--- src/rtl/rob_alloc.sv ---
// rob_alloc: in-order reorder-buffer allocation controller.
// Owns head/tail pointers (with wrap bit) and the live-entry count, hands
// out robids to decode, retires from the head, and holds rob_flush high for
// FLUSH_CYCLES cycles after a retiring entry requests a pipeline flush.
//
// Handshake: an allocation is accepted in any cycle where decode_rob_valid
// is high and rob_full is low; the accepted entry takes the robid shown on
// rob_robid in that same cycle. A retire is accepted when retire_valid is
// high, the ROB is not empty and no flush is in progress. rob_full,
// rob_empty, rob_flush, rob_robid, rob_head and rob_count come straight from
// registers, so none of them depends combinationally on an input.
module rob_alloc #(
    parameter int ROB_IDW      = 7,
    parameter int FLUSH_CYCLES = 2
) (
    input  logic               clk,
    input  logic               rst,
    input  logic               decode_rob_valid,
    output logic               rob_full,
    output logic [ROB_IDW-1:0] rob_robid,
    input  logic               retire_valid,
    input  logic               retire_flush,
    output logic               rob_flush,
    output logic [ROB_IDW-1:0] rob_head,
    output logic               rob_empty,
    output logic [ROB_IDW:0]   rob_count
);

    typedef enum logic {
        ST_RUN   = 1'b0,
        ST_FLUSH = 1'b1
    } state_t;

    // Count value meaning "every slot occupied" (2**ROB_IDW).
    localparam logic [ROB_IDW:0] CNT_FULL   = {1'b1, {ROB_IDW{1'b0}}};
    localparam logic [ROB_IDW:0] ONE        = {{ROB_IDW{1'b0}}, 1'b1};
    localparam logic [3:0]       FLUSH_INIT = 4'(FLUSH_CYCLES - 1);

    state_t           state_q, state_d;
    logic [ROB_IDW:0] head_q, head_d;
    logic [ROB_IDW:0] tail_q, tail_d;
    logic [ROB_IDW:0] count_q, count_d;
    logic [3:0]       fcnt_q, fcnt_d;

    logic alloc;
    logic ret;

    // Register-only outputs.
    always_comb begin
        rob_full  = (count_q == CNT_FULL) || (state_q == ST_FLUSH);
        rob_flush = (state_q == ST_FLUSH);
        rob_empty = (count_q == '0);
        rob_robid = tail_q[ROB_IDW-1:0];
        rob_head  = head_q[ROB_IDW-1:0];
        rob_count = count_q;
    end

    // Next-state logic: allocation/retire bookkeeping and flush sequencing.
    always_comb begin
        state_d = state_q;
        head_d  = head_q;
        tail_d  = tail_q;
        count_d = count_q;
        fcnt_d  = fcnt_q;

        alloc = decode_rob_valid && !rob_full;
        ret   = retire_valid && !rob_empty && (state_q == ST_RUN);

        case (state_q)
            ST_RUN: begin
                if (ret && retire_flush) begin
                    // Everything younger than the retiring entry is discarded,
                    // including any allocation accepted this same cycle.
                    head_d  = head_q + ONE;
                    tail_d  = head_q + ONE;
                    count_d = '0;
                    fcnt_d  = FLUSH_INIT;
                    state_d = ST_FLUSH;
                end else begin
                    if (alloc) begin
                        tail_d = tail_q + ONE;
                    end
                    if (ret) begin
                        head_d = head_q + ONE;
                    end
                    if (alloc && !ret) begin
                        count_d = count_q + ONE;
                    end else if (ret && !alloc) begin
                        count_d = count_q - ONE;
                    end
                end
            end
            ST_FLUSH: begin
                if (fcnt_q == 4'd0) begin
                    state_d = ST_RUN;
                end else begin
                    fcnt_d = fcnt_q - 4'd1;
                end
            end
            default: begin
                state_d = ST_RUN;
            end
        endcase
    end

    // State registers with asynchronous active-low reset.
    always_ff @(posedge clk or negedge rst) begin
        if (!rst) begin
            state_q <= ST_RUN;
            head_q  <= '0;
            tail_q  <= '0;
            count_q <= '0;
            fcnt_q  <= 4'd0;
        end else begin
            state_q <= state_d;
            head_q  <= head_d;
            tail_q  <= tail_d;
            count_q <= count_d;
            fcnt_q  <= fcnt_d;
        end
    end

endmodule

--- config.mk ---
export PLATFORM = sky130hd
export DESIGN_NAME = rob_alloc
export DESIGN_NICKNAME = d
export VERILOG_FILES = /design/src/rtl/rob_alloc.sv
export SDC_FILE = /design/constraint.sdc
export NUM_CORES = 1
export LEC_CHECK = 0
export ABC_AREA = 1
export BUFFER_PORTS_ARGS = -buffer_cell sky130_fd_sc_hd__buf_2
export CAP_MARGIN = 20
export CELL_PAD_IN_SITES_DETAIL_PLACEMENT = 1
export CELL_PAD_IN_SITES_GLOBAL_PLACEMENT = 1
export CORE_UTILIZATION = 41
export CTS_BUF_LIST = sky130_fd_sc_hd__clkbuf_16
export DETAILED_ROUTE_END_ITERATION = 7
export PLACE_DENSITY = 0.86
export SYNTH_ARGS = -nofsm -noshare
export SYNTH_HDL_FRONTEND = slang
export SYNTH_SLANG_ARGS = --single-unit
--- constraint.sdc ---
create_clock -name clk -period 2.9 [get_ports clk]
set_input_delay 0.145 -clock clk [delete_from_list [all_inputs] [get_ports clk]]
set_output_delay 0.145 -clock clk [all_outputs]
set_load 0.02 [all_outputs]
Word-level counts from Yosys, hierarchy flattened
Index checks and enable logic that the tools add are counted.

Reductions and logical operators: 20. $add $sub $neg: 5. Multiplexer cells: 13. Equal/unequal tests: 3. Bitwise operators: 1.

Operators with widths (count): two-way mux 8 bit (7); adder 8 x 1 -> 8 bit, second input constant (3); == test 8 bit, second input constant (1); logical NOT 8 bit (1); two-way mux 4 bit (2); one-hot mux 4 bit (2 select lines) (1); AND reduction 2 bit (4); subtractor 8 x 1 -> 8 bit, second input constant (1); logical AND 1 bit (6); logical NOT 1 bit (4); logical NOT 4 bit (1); nonzero test 2 bit (2); subtractor 4 x 1 -> 4 bit, second input constant (1); nonzero test 3 bit (1); two-way mux 1 bit (2); != test 2 x 1 -> 1 bit, second input constant (1); != test 2 bit, second input constant (1); one-hot mux 1 bit (2 select lines) (1); logical OR 1 bit (1); inverter 1 bit (1).

Register bits after elaboration: 29. Output and inout port bits: 25. Logic and storage cells: 47.

Depth between registers and ports, before layout
Gate-level depths: netlist of the first run.

Depth after elaboration: 9. Mapped depth: 16. Depth with buffers taken out: 16.

Least setup slack after synthesis of the first run
Ideal clock, no wire load.

Path kind: register -> register. Start point: reg count_q[2], in the netlist rob_count[2]. End point: reg count_q[7], in the netlist rob_count[7]. Required time: 2.783 ns. Stages on the path, launching flop included: 16. Clock period less this slack: 2.248 ns. Data arrival time: 2.131 ns. Path buffers: 0. Library setup time: 0.117 ns. Slack: 0.652 ns. Path through: dfrtp_1 > nor2_1 > nand2_1 > nor2_4 > nor2_8 > inv_2 > nand2_4 > ha_1 > a21oi_1 > nand2_1 > nand2_1 > nand3_1 > inv_1 > nand3_1 > nand3_1 > nand2_1.

Cells in the longest elaborated chain, start to end: 8.

RTL lines: from (decl) (RTL line 42) `logic [ROB_IDW:0] count_q, count_d;`; from (signal assigned) (RTL line 118) `count_q <= count_d;`; logical NOT 8 bit * (RTL line 52) `rob_empty = (count_q == '0);`; named net rob_empty (RTL line 25) `output logic rob_empty,`; logical NOT 1 bit * (RTL line 67) `ret = retire_valid && !rob_empty && (state_q == ST_RUN);`; logical AND 1 bit * (2 in series) (RTL line 67); logical NOT 1 bit (RTL line 86) `if (alloc && !ret) begin`; logical AND 1 bit (RTL line 86); nonzero test 3 bit (no line) / two-way mux 8 bit (equally long branches); AND reduction 2 bit (no line) / two-way mux 8 bit (equally long branches).

Mark *: on every way through the listed nets, which the timed path passes. The rest lies on a longest branch. The select of a mux whose other input is x is not followed. A chain may end at the register's enable or synchronous reset.

Final worst setup path of the first run
Start point: reg count_q[2], in the netlist rob_count[2]. End point: reg count_q[7], in the netlist rob_count[7].

Cells in the longest elaborated chain, start to end: 8.

RTL lines: parallel branches: the longest is 8 deep, another holds subtractor 8 x 1 -> 8 bit.

Several ways; the timed one is not identified. The select of a mux whose other input is x is not followed.

==> results by group, run 1 <==
Critical path
  – Crit path capture type: flop
  – Max FO, Critical Path: 12
  – WP buf/inv: 2
  – Top delay family on crit path: simple AND/OR/NAND/NOR gates
  – RR Startpoint: rob_count[2]$_DFFE_PN0P_
  – Slowest-stage cell, CP: dfrtp_1
  – Crit path cell chain: nor2_1, nand2_1, nor2_4, nor2_8, inv_2, nand2_4, ha_1, a21oi_1, nand2_1, nand2_1, nand3_1, inv_1, nand3_1, nand3_1, nand2_1
  – Worst r2r path cells: 15
  – WS Path Type: reg2reg
  – Critical Path RT: 3.06 ns
  – Cell mode on critical path: nand2_1
  – Max stage delay on crit path: 0.42 ns
  – Arrival @ worst endpoint: 2.68 ns
  – Crit start category: flop
  – Reg2Reg Setup Slack: 0.37 ns
  – Critical R2R Capture: rob_count[7]$_DFFE_PN0P_

Timing
  – Final Worst Setup Slack: 0.3748 ns
  – Tightest Pin Transition: 0.6321 ns
  – Crit path time final: 2.525 ns
  – Setup-failing EPs final: 0
  – Final Cycle Share: 87.08%
  – Max Slew Vio Count: 0
  – Clock skew: 0.002326 ns
  – Fin Setup TNS: 0 ns
  – Fmax: 396.0 MHz
  – Unrepaired setup endpoints after global routing: no
  – Slew headroom: 57.86%
  – Final hold violation count: 0

Die
  – # IOs: 30
  – Die footprint: 4541 um^2
  – Num rows: 23
  – Die width: 67.39 um
  – Die Y: 67.39 um
  – Initial Utilization: 43.20%
  – Core Region: 4058 um^2

Power and ir drop
  – Int Pwr: 1313 uW
  – Register share of total power: 26.9%
  – Psw: 1353 uW
  – Combinational Power Share: 61.1%
  – Pwr/cell area: 1314 nW/um^2
  – Worst vdd ir: 0.0005606 V
  – Pleak: 0.001059 uW
  – Net Sw Frac: 50.75%
  – Clock share of power: 12.1%

Min path
  – Worst Hold Depth: 4
  – Hold path start: retire_flush
  – Hold Crit Endpoint: tail_q[5]$_DFFE_PN0P_
  – Hold WC Path Type: in2reg

Synth
  – Largest area contributor in the netlist: dfrtp_1
  – Mapped Nets: 226
  – Distinct cells, synth: 32
  – Largest cells by area after synthesis: dfrtp_1, nand2_1, xor2_1, ha_1, inv_1
  – Avg Synthesized Cell Area: 8.308 um^2
  – Seq cells post-synth: 27
  – Synth Cell Area: 1753 um^2
  – Sequential cell area fraction in the yosys report: 38.54%
  – Yosys warnings: 0
  – Post-synth top area share: 38.54%
  – Cells after synthesis: 211

Placed design
  – GPL Wtd Cong: 0.7548
  – IO buf count: 29
  – Post-place setup slack: 0.3738 ns
  – Post-DP HPWL: 3.332 mm

Detailed routing
  – DRT iter0 DRCs: 77
  – Vias: 1484
  – Wirelength, routed: 4.328 mm
  – Wire per inst: 14.77 um
  – DR pass1 iterations: 4
  – Drt drc: 0
  – DR vias/cell: 5.065
  – Post-DRT Antenna Nets: 0

CTS
  – CTS Buf Count: 3
  – Root Buffer: clkbuf_16
  – TritonCTS clock tree: yes
  – Clk Latency, worst-skew pair: 0.27 ns
  – Clk slew on worst S/H paths: 0.07 ns
  – CTS Sinks: 27
  – Clk buf depth: 2
  – Postcts setup bufs: 0
  – H-Tree Depth: 1

Layout
  – Nets: 259
  – Share of cells above drive strength 1: 20.99%
  – Antenna Cells: 0
  – Area Overhead vs Synth: 15.70%
  – Commonest non-fill, non-tap cell in the layout: nand2_1
  – Commonest cells after routing, fill and taps aside: nand2_1, buf_2, dfrtp_1, inv_1, nand3_1

Global routing
  – Total GRT Usage: 21.74%
  – Number of global-route vias before repair: 1500
  – First-pass GRT wire length: 7.272 mm
  – Largest net degree at the start of global routing: 28
  – Overflow after GRT: 0
  – Initial antenna violation count: 0

Run status
  – Outcome: finished, final reports clean

Flow run
  – Max_cap viols: 0
## synth_stat cells (all sizes together)
cell type,instances
nor2,15
or2,1
buf,2
nand4,1
dfrtp,27
inv,29
fa,1
ha,9
xnor2,4
a21oi,6
nor3,4
o211ai,1
nand3,19
a31oi,1
xor2,13
o21ai,17
o21bai,2
o22ai,3
a21o,1
o31ai,1
nand2,54
## registers in the layout, summed over array words and instances (netlist names)
name       cells
rob_flush      1
rob_count      8
head_q         7
tail_q         7
fcnt_q         4
## cell families (layout without fill, tap and decap cells)
logic type      after synthesis  in the layout  share of synthesized area [%]
simple gates                 94             94                          26.98
compound gates               32             32                          10.78
buf+inv                      31             63                          7.637
flops                        27             27                          38.54
xor+xnor                     17             17                          8.494
fa+ha+maj                    10             10                          7.566
## cell type report
cell class	instances	area, um^2
clock inverter	1	5.005
tap	50	62.56
fill	520	2029
timing repair buffer	30	155.1
inverter	29	111.4
clock buffer	3	75.07
multi-input combinational	153	943.4
sequential	27	675.6
## tightest hold or removal path, stage by stage
cell and delay, ns:
buf_2 0.10, nand2_4 0.14, nand2_1 0.10, nand2_1 0.04
## worst max path at each step
stage                                         from                  endpoint  slack [ns]  cells after the start
after floorplan           rob_count[2]$_DFFE_PN0P_  rob_count[7]$_DFFE_PN0P_        0.65                     15
after global placement         rob_flush$_DFF_PN0_  rob_count[7]$_DFFE_PN0P_        0.50                     14
after detailed placement       rob_flush$_DFF_PN0_  rob_count[7]$_DFFE_PN0P_        0.37                     14
after CTS                 rob_count[2]$_DFFE_PN0P_  rob_count[7]$_DFFE_PN0P_        0.35                     15
after global routing      rob_count[0]$_DFFE_PN0P_  rob_count[7]$_DFFE_PN0P_        0.11                     15
final                     rob_count[2]$_DFFE_PN0P_  rob_count[7]$_DFFE_PN0P_        0.37                     15
## timing repair
| item | in CTS | in global routing |
|---|---|---|
| hold buffers | 1 | 0 |
| gates resized for setup | 0 | 0 |
| hold endpoints to repair | 27 | 0 |
## per-stage QoR
stage / power [uW] / cells / hold slack (ns) / util [%] / area, um^2
after floorplan: 1914 / 211 / -0.1506 / - / 1753
after global placement: 2286 / 288 / 0.1974 / 47.76 / 1938
after detailed placement: 2350 / 288 / 0.1987 / 47.76 / 1938
after CTS: 2690 / 293 / 0.3074 / 49.98 / 2028
after global routing: 2934 / 293 / 0.3238 / 49.98 / 2028
final: 2665 / 293 / 0.3026 / 49.98 / 2028
## power groups by stage
stage | clock network (uW) | logic, uW | registers [uW]
6_report | 321 | 1630 | 717
5_1_grt | 346 | 1850 | 742
4_1_cts | 333 | 1640 | 716
3_5_place_dp | 0 | 1630 | 722
3_3_place_gp | 0 | 1570 | 714
2_1_floorplan | 0 | 1060 | 853
## routing by layer
metal  wire length, um  GRT usage, %
met2              2095         35.38
met1              2099         30.03
met5                 0             0
met3                84         2.703
met4                48         6.383
Power figures use the tool's default switching activity.
==> run 2, diff against run 1 <==
- CORE_ASPECT_RATIO: default -> 0.9
- CTS_CLUSTER_DIAMETER: default -> 50
==> results by group, run 2 (synthesized netlist as in run 1, its figures left out) <==
Power and ir drop
  – Power Total: 2668 uW (about the same)
  – Register share of total power: 27.1% (+0.2 points)
  – Combinational Power Share: 61.5% (+0.4 points)
  – Pwr/cell area: 1318 nW/um^2 (+0.28%)
  – Pleak: 0.001061 uW (+0.13%)
  – Worst vdd ir: 0.0004731 V (-16%)
  – Net Sw Frac: 50.86% (+0.11 points)
  – Psw: 1357 uW (+0.31%)
  – Clock share of power: 11.4% (-0.7 points)
  – Int Pwr: 1311 uW (-0.13%)

Placed design
  – IO buf count: 29 (unchanged)
  – Placed cell areas: 1936 um^2 (-0.13%)
  – Post-DP HPWL: 3.497 mm (+4.9%)
  – Cells after DPL: 286 (-0.69%)
  – GPL Wtd Cong: 0.8214 (+8.8%)

CTS
  – Clk buf depth: 2 (unchanged)
  – Postcts setup bufs: 0 (unchanged)
  – Clk Latency, worst-skew pair: 0.26 ns (about the same)
  – Root Buffer: clkbuf_16
  – H-Tree Depth: 1 (unchanged)
  – Clk slew on worst S/H paths: 0.06 ns (about the same)
  – TritonCTS clock tree: yes
  – CTS Buf Count: 3 (unchanged)
  – CTS Sinks: 27 (unchanged)

Layout
  – Util after Layout: 49.36% (-0.63 points)
  – Area of the multi-input gates: 943.4 um^2 (unchanged)
  – Commonest non-fill, non-tap cell in the layout: nand2_1
  – Commonest cells after routing, fill and taps aside: nand2_1, buf_2, dfrtp_1, inv_1, nand3_1
  – Post-route cell area: 2024 um^2 (-0.19%)
  – Antenna Cells: 0 (unchanged)
  – Nets: 259 (unchanged)
  – Area Overhead vs Synth: 15.49%
  – FF/Latch Area: 675.6 um^2 (unchanged)
  – Share of cells above drive strength 1: 20.58% (-0.41 points)
  – Finished Layout Cells: 291 (-0.68%)
  – Fill count: 506 (-2.7%)
  – Max reg flops: 8 (unchanged)

Detailed routing
  – Drt drc: 0 (unchanged)
  – Post-DRT Antenna Nets: 0 (unchanged)
  – DR vias/cell: 5.120 (+1.1%)
  – DR pass1 iterations: 4 (unchanged)
  – Wire per inst: 15.28 um (+3.5%)
  – Vias: 1490 (+0.40%)
  – DRT iter0 DRCs: 57 (-26%)
  – Wirelength, routed: 4.447 mm (+2.7%)

Global routing
  – M1 GR Usage: 29.59% (-0.44 points)
  – Largest net degree at the start of global routing: 28 (unchanged)
  – First-pass GRT wire length: 7.631 mm (+4.9%)
  – Grt met2 use: 36.42% (+1.0 points)
  – Busiest grt layer: met2
  – Total GRT Usage: 22.08% (+0.34 points)
  – Initial antenna violation count: 0 (unchanged)
  – Overflow after GRT: 0 (unchanged)
  – Number of global-route vias before repair: 1614 (+7.6%)
  – Met3 usage: 4.416% (+1.7 points)

Timing
  – Fin Setup TNS: 0 ns (unchanged)
  – Tightest Pin Transition: 0.6042 ns (-0.02797 ns)
  – Slew headroom: 59.72% (+1.9 points)
  – Final Cycle Share: 86.27% (-0.81 points)
  – Fmax: 399.7 MHz (+0.94%)
  – Setup-failing EPs final: 0 (unchanged)
  – Max Slew Vio Count: 0 (unchanged)
  – Final hold violation count: 0 (unchanged)
  – Clock skew: 0.002068 ns (-0.0002584 ns)
  – Crit path time final: 2.502 ns (-0.02349 ns)
  – Unrepaired setup endpoints after global routing: no

Die
  – Die width: 70.93 um (+5.3%)
  – Die footprint: 4541 um^2 (about the same)
  – # IOs: 30 (unchanged)
  – Die Y: 64.03 um (-5.0%)
  – Num rows: 22 (-4.3%)
  – Core Region: 4101 um^2 (+1.1%)
  – Initial Utilization: 42.74% (-0.46 points)

Critical path
  – Critical Path RT: 3.05 ns (about the same)
  – Crit path capture type: flop
  – Max FO, Critical Path: 12 (unchanged)
  – Arrival @ worst endpoint: 2.65 ns (-0.03 ns)
  – WS Path Type: reg2reg
  – Crit start category: flop

Run status
  – Outcome: finished, final reports clean

Min path
  – Hold WC Path Type: in2reg

Flow run
  – Max_cap viols: 0 (unchanged)
run 2: changes by cell type in the layout (fill, tap and decap cells not counted):
cell      previous run  this run
inv_1               24        25
clkinv_2             1         0
run 2: power by group through the flow:
stage	registers, uW	logic, uW	clock network, uW
floorplan	853	1060	0
global route	751	1850	337
global placement	719	1560	0
detailed placement	728	1630	0
finish	723	1640	305
CTS	724	1650	317
run 2: final cells by class:
class / instances / area share [%]
timing repair buffer: 30 / 7.664
clock buffer: 3 / 3.708
inverter: 29 / 5.501
multi-input combinational: 153 / 46.60
clock inverter: 1 / 0.1854
sequential: 27 / 33.37
tap: 48 / 2.967
run 2: through the flow:
stage,hold WS (ns),setup slack (ns)
3_3_place_gp,0.1957,0.5383
4_1_cts,0.3079,0.4261
3_5_place_dp,0.1873,0.4337
2_1_floorplan,-0.1506,0.6517
5_1_grt,0.3454,0.1982
6_report,0.3117,0.3983
run 2: timing repair:
item,CTS,global route
setup endpoints to repair,0,0
hold endpoints to repair,27,0
hold buffers,1,0
resized for setup,0,0
run 2: worst max-delay path, cell delays in order, from the launching register on:
cell and delay (ns):
dfrtp_1 0.43, inv_2 0.14, nand2_1 0.15, nor2_8 0.28, inv_2 0.14, nand2_4 0.18, ha_1 0.32, a21oi_1 0.16
nand2_1 0.11, nand2_1 0.08, nand3_1 0.10, inv_1 0.07, nand3_1 0.07, nand3_1 0.10, nand2_1 0.05
run 2: worst paths after layout:
check | startpoint | slack, ns | end | cells past startpoint
max in group asynchronous | rst | 2.07 | rob_count[3]$_DFFE_PN0P_ | 2
min | retire_flush | 0.31 | tail_q[6]$_DFFE_PN0P_ | 4
min reg2reg | fcnt_q[1]$_DFFE_PN0P_ | 0.54 | fcnt_q[1]$_DFFE_PN0P_ | 2
max reg2reg | rob_flush$_DFF_PN0_ | 0.40 | rob_count[7]$_DFFE_PN0P_ | 14
max | rob_flush$_DFF_PN0_ | 0.40 | rob_count[7]$_DFFE_PN0P_ | 14
min in group asynchronous | rst | 0.44 | tail_q[3]$_DFFE_PN0P_ | 2
run 2: metal layers:
layer / vias up / share of wire [%] / routed length [um]
met1: 711 / 48 / 2143
met3: 8 / 3.1 / 140
met5: - / 0 / 0
met2: 25 / 47 / 2104
li1: 746 / - / -
met4: 0 / 1.3 / 59
